File: src/rtl/sys_rf_pkg.sv
// Shared constants for the REF_CLK-domain system register file: config
// register addresses, their reset values and the UART_CFG field layout.
package sys_rf_pkg;

  localparam int ADDR_ALU_A     = 0;
  localparam int ADDR_ALU_B     = 1;
  localparam int ADDR_UART_CFG  = 2;
  localparam int ADDR_DIV_RATIO = 3;
  localparam int NUM_CFG        = 4;

  // UART_CFG reset 0x81 decodes as prescale 32, parity enabled, even parity
  localparam logic [7:0] RST_ALU_A     = 8'h00;
  localparam logic [7:0] RST_ALU_B     = 8'h01;
  localparam logic [7:0] RST_UART_CFG  = 8'h81;
  localparam logic [7:0] RST_DIV_RATIO = 8'h20;

  localparam int UART_PAR_EN_BIT   = 0;
  localparam int UART_PAR_TYPE_BIT = 1;
  localparam int UART_PRESCALE_LSB = 2;
  localparam int UART_PRESCALE_MSB = 7;

  function automatic logic [7:0] cfg_reset_value(input int idx);
    case (idx)
      ADDR_ALU_A:     return RST_ALU_A;
      ADDR_ALU_B:     return RST_ALU_B;
      ADDR_UART_CFG:  return RST_UART_CFG;
      ADDR_DIV_RATIO: return RST_DIV_RATIO;
      default:        return 8'h00;
    endcase
  endfunction

endpackage

File: src/rtl/rf_rd_pipe.sv
// Read-return pipeline: RD_LAT stages of {valid, data}. Data stages only load
// behind a valid beat, so the final data stage holds between strobes.
module rf_rd_pipe #(
  parameter int DATA_W = 8,
  parameter int RD_LAT = 1
) (
  input  logic              clock,
  input  logic              reset,
  input  logic              req_valid,
  input  logic [DATA_W-1:0] req_data,
  output logic              rsp_valid,
  output logic [DATA_W-1:0] rsp_data
);

  logic [RD_LAT-1:0] valid_q;
  logic [DATA_W-1:0] data_q [RD_LAT];

  always_ff @(posedge clock) begin
    if (reset) begin
      valid_q <= '0;
      for (int i = 0; i < RD_LAT; i++) data_q[i] <= '0;
    end else begin
      valid_q[0] <= req_valid;
      if (req_valid) data_q[0] <= req_data;
      for (int i = 1; i < RD_LAT; i++) begin
        valid_q[i] <= valid_q[i-1];
        if (valid_q[i-1]) data_q[i] <= data_q[i-1];
      end
    end
  end

  assign rsp_valid = valid_q[RD_LAT-1];
  assign rsp_data  = data_q[RD_LAT-1];

endmodule

File: src/rtl/reg_file_mp.sv
// System register file: config registers 0..3 (lockable) plus a clearable
// general-purpose area, with masked writes, read-first collisions and Err.
module reg_file_mp
  import sys_rf_pkg::*;
#(
  parameter int DATA_W = 8,
  parameter int DEPTH  = 16,
  parameter int ADDR_W = $clog2(DEPTH),
  parameter int RD_LAT = 1
) (
  input  logic              REF_CLK,
  input  logic              RST,
  input  logic              WrEn,
  input  logic              RdEn,
  input  logic [ADDR_W-1:0] ADDRESS,
  input  logic [DATA_W-1:0] WrData,
  input  logic [DATA_W-1:0] WrMask,
  input  logic              LOCK,
  input  logic              CLR,
  output logic [DATA_W-1:0] RdData,
  output logic              RdData_Valid,
  output logic              Err,
  output logic [DATA_W-1:0] REG0,
  output logic [DATA_W-1:0] REG1,
  output logic [DATA_W-1:0] REG2,
  output logic [DATA_W-1:0] REG3
);

  logic [DATA_W-1:0] mem [DEPTH];
  logic [31:0]       addr_ext;
  logic              addr_ok;
  logic              is_cfg;
  logic              wr_illegal;
  logic              rd_illegal;
  logic              wr_go;
  logic [ADDR_W-1:0] rd_idx;
  logic [DATA_W-1:0] rd_word;
  logic              err_q;

  // DEPTH need not be a power of two, so the address space can exceed it.
  // CLR owns the general-purpose area, so a same-cycle GP write is dropped.
  assign addr_ext   = 32'(ADDRESS);
  assign addr_ok    = addr_ext < 32'(DEPTH);
  assign is_cfg     = addr_ext < 32'(NUM_CFG);
  assign wr_illegal = WrEn && (!addr_ok || (LOCK && is_cfg));
  assign rd_illegal = RdEn && !addr_ok;
  assign wr_go      = WrEn && !wr_illegal && !(CLR && !is_cfg);
  assign rd_idx     = addr_ok ? ADDRESS : '0;
  assign rd_word    = addr_ok ? mem[rd_idx] : '0;

  always_ff @(posedge REF_CLK) begin
    if (RST) begin
      for (int i = 0; i < DEPTH; i++) mem[i] <= DATA_W'(cfg_reset_value(i));
    end else begin
      if (CLR) begin
        for (int i = NUM_CFG; i < DEPTH; i++) mem[i] <= '0;
      end
      if (wr_go) begin
        mem[ADDRESS] <= (mem[ADDRESS] & ~WrMask) | (WrData & WrMask);
      end
    end
  end

  // Err is a single registered strobe even when read and write both fault
  always_ff @(posedge REF_CLK) begin
    if (RST) err_q <= 1'b0;
    else     err_q <= wr_illegal || rd_illegal;
  end

  rf_rd_pipe #(
    .DATA_W (DATA_W),
    .RD_LAT (RD_LAT)
  ) u_rd_pipe (
    .clock     (REF_CLK),
    .reset     (RST),
    .req_valid (RdEn),
    .req_data  (rd_word),
    .rsp_valid (RdData_Valid),
    .rsp_data  (RdData)
  );

  assign Err  = err_q;
  assign REG0 = mem[ADDR_ALU_A];
  assign REG1 = mem[ADDR_ALU_B];
  assign REG2 = mem[ADDR_UART_CFG];
  assign REG3 = mem[ADDR_DIV_RATIO];

endmodule

File: config.mk
export PLATFORM = sky130hd
export DESIGN_NAME = reg_file_mp
export DESIGN_NICKNAME = d
export VERILOG_FILES = /design/src/rtl/sys_rf_pkg.sv /design/src/rtl/rf_rd_pipe.sv /design/src/rtl/reg_file_mp.sv
export SDC_FILE = /design/constraint.sdc
export NUM_CORES = 1
export LEC_CHECK = 0
export CAP_MARGIN = 20
export CORE_ASPECT_RATIO = 1.2
export CORE_MARGIN = 3
export CORE_UTILIZATION = 61
export DETAILED_ROUTE_END_ITERATION = 10
export GPL_TIMING_DRIVEN = 0
export PLACE_DENSITY = 0.95
export SLEW_MARGIN = 20
export SYNTH_ARGS = -nofsm -noshare
export SYNTH_HDL_FRONTEND = slang
export SYNTH_SLANG_ARGS = --single-unit
File: constraint.sdc
create_clock -name REF_CLK -period 2.75 [get_ports REF_CLK]
set_input_delay 0.55 -clock REF_CLK [delete_from_list [all_inputs] [get_ports REF_CLK]]
set_output_delay 0.55 -clock REF_CLK [all_outputs]
set_load 0.01 [all_outputs]
==> results_dict.tcl <==
set metrics [dict create \
    status "finished, final reports clean" \
    gp_congestion 0.939 \
    crit_family "simple AND/OR/NAND/NOR gates" \
    drc_errors 0 \
    viasPerCell 6.61 \
    ir_worst_vdd_v 0.000591 \
    crit_chain "clkdlybuf4s50_1 > nor3b_1 > and3b_1 > clkbuf_1 > nand2_1 > nand2_1" \
    skew_ns 0.00597 \
    fillCellCount 621 \
    post-route-min-period_ns 2.60 \
    p_leak_nw 2.94 \
    syn2layout_area_growth_pct 21.3 \
    p_sw_mw 1.27 \
    yosysTopAreaCell "edfxtp_1" \
    seq_area_mm2 0.00412 \
    initial_core_util 0.631 \
    synth-simple-area-share 0.132 \
    max_freq_mhz 384 \
    antenna_found_initial 0 \
    synthCells 505 \
    synth_enable_flop_cells 136 \
    chipWidth_um 102 \
    io_pins 68 \
    ys_warn_count 0 \
    max_stage_delay_ns 0.62 \
    rrSetupSlack_ns 0.90 \
    setup_viol 0 \
    drt_first_iter_violations 594 \
    clock-root-buffer "clkbuf_16" \
    cts.hold.buffers_added 0 \
    maxCapViolCount 0 \
    clkTransAtPathRegs_ns 0.06 \
    synth.area.mux_share 0.0956 \
    placed_cell_area_mm2 0.00751 \
    startpoint_type "input port" \
    grt_pass1_wl_mm 28.0 \
    clkPwrFrac 0.438 \
    p_per_area_mw_per_mm2 663 \
    clock_latency_ns 0.42 \
    syn_area_mm2 0.00670 \
    total_power_mw 5.39 \
    combPwrFrac 0.110 \
    grt_max_degree 17 \
    finalNonFillerCells 731 \
    synth-seq-cells 138 \
    place_inst 699 \
    dr.pass1.iters 5 \
    synth_top_family_by_area "simple AND/OR/NAND/NOR gates" \
    fin_nets 615 \
    wl_per_cell_um 25.5 \
    multi_input_area_mm2 0.00240 \
    n_antenna_cell 0 \
    synthXorXnorAreaFrac 0 \
    rsz0062_at_grt "no" \
    synth_top_area_share 0.609 \
    period_share 0.947 \
    row_count 41 \
    ys_async_sr_fraction 0 \
    drtAntennaViolNets 0 \
    power.share.switching 0.235 \
    syn_avg_cell_area_um2 13.3 \
    core_area_mm2 0.0106 \
    finalHoldViolCount 0 \
    cp_data_arrival_time_ns 2.68 \
    hpwl_mm 13.3 \
    layout-drive-gt1-share 0.145 \
    drv_slew 0 \
    tritoncts "done" \
    synth_fa_ha_area_frac 0 \
    yosysUniqueCellTypes 29 \
    slowest_stage "clkdlybuf4s50_1" \
    wirelength_mm 18.6 \
    ys_seq_area_frac 0.615 \
    cts_num_sinks 138 \
    crit_fanout 9 \
    seq_power_share 0.452 \
    postLayoutCellArea_mm2 0.00813 \
    dieArea_mm2 0.0123 \
    p_int_mw 4.12 \
    syn-num-nets 531 \
    ys_top_cells_by_count "136 x edfxtp_1, 113 x nor2_1, 64 x mux2i_1, 29 x a21oi_1, 24 x nand2_1" \
    path_buf_inv 2 \
    clk_path_buf_depth 2 \
    synth.most_common_cell "edfxtp_1" \
    cp_common_cell "nand2_1" \
    path_class "input port to flop" \
    synth-compound-area-share 0.129 \
    hp-class "input port to flop" \
    num_vias 4831 \
    ys.flop_type "edfxtp_1" \
    setup.worst_path.end_class "flop" \
    grt_pass1_vias 4852 \
    fin_tns_setup_ns 0 \
    max-slew-margin-rel 0.560 \
    yosys-top-cells-area "edfxtp_1 61%, mux2i_1 9.6%, nor2_1 6.3%" \
    overflow 0 \
    port_buffers 65 \
    dieHeight_um 121 \
    tightest_slew_ns 0.661 \
    worstPathRequired_ns 2.83 \
    cts-buffers-inserted 17 \
    htree_levels 4 \
    track_usage 0.316 \
]
[placed cells by master (no fill, tap or decap), types with 2 or more instances in the layout]
cell type,instances
a32oi_1,2
buf_2,4
nand2b_1,6
a32oi_4,11
bufinv_16,4
a21oi_1,29
a22oi_1,10
clkbuf_1,12
buf_6,5
nand2_2,3
clkdlybuf4s50_1,65
and3b_1,2
nand2_1,21
nand3b_1,8
nor2_1,113
dfxtp_1,2
mux2i_1,64
clkinvlp_4,2
clkinv_2,2
edfxtp_1,136
nor2b_1,13
nand3_1,21
a22oi_2,22
and2_1,2
buf_4,9
clkinv_1,4
a32oi_2,3
clkbuf_16,17
[worst reg2reg max path: stages, from the launching register on]
cell and delay [ns]:
edfxtp_1 0.37, mux2i_1 0.27, a22oi_1 0.20, a32oi_2 0.57, nand3_1 0.16
[repair_timing]
action | 4_1_cts | 5_1_grt
buffers inserted | 0 | 0
setup endpoints to repair | 0 | 20
gates resized for setup | 0 | 3
[power groups by stage]
stage	Combinational, mW	Sequential [mW]	Clock (mW)
6_report	0.591	2.43	2.36
5_1_grt	0.615	2.44	2.45
3_3_place_gp	0.554	2.47	0
2_1_floorplan	0.326	2.48	0
4_1_cts	0.579	2.43	2.35
3_5_place_dp	0.572	2.48	0
[layout make-up]
cell class	count	share of cell area
Buffer	29	0.0228
Sequential cell	138	0.507
Tap cell	129	0.0199
Timing Repair Buffer	65	0.0800
Inverter	1	0.000462
Clock buffer	18	0.0528
Clock inverter	14	0.0219
Multi-Input combinational cell	337	0.295
[metrics by stage]
| step | hold slack, ns | setup slack (ns) | utilization |
|---|---|---|---|
| final | 0.811 | 0.147 | 0.766 |
| after global routing | 0.825 | 0.0284 | 0.766 |
| after CTS | 0.786 | 0.188 | 0.765 |
| after detailed placement | 0.911 | -0.191 | 0.708 |
| after global placement | 0.913 | -0.136 | 0.708 |
| after floorplan | 0.672 | 0.692 | - |
[path summary, 6_finish.rpt]
kind / from / end / cells past startpoint
setup / recovery: RST / mem[8][1]$_SDFFCE_PN0P_ / 6
hold / removal: ADDRESS[2] / Err$_SDFF_PP0_ / 3
setup reg to reg: mem[11][7]$_SDFFCE_PN0P_ / mem[2][7]$_SDFFCE_PN1P_ / 4
hold reg to reg: mem[15][0]$_SDFFCE_PN0P_ / u_rd_pipe.data_q[0][0]$_SDFFCE_PN0P_ / 4
[sequential cells by signal, indices dropped and copies added, names as in the netlist]
signal,flops
Err,1
u_rd_pipe.rsp_valid,1
mem,128
u_rd_pipe.data_q,8
[cells by family (layout without fill, tap and decap cells)]
group | after synthesis | after routing
AOI/OAI and AO/OA | 77 | 77
buffers and inverters | 30 | 127
DFF | 138 | 138
muxes | 64 | 64
and+or+nand+nor | 196 | 196
[per-layer routing]
metal  track usage  share of wire
met2         0.508           0.50
met3        0.0669          0.087
met1         0.396           0.36
met4         0.180          0.055
met5             0              0
Note: power is estimated with default switching activity, not from simulation.
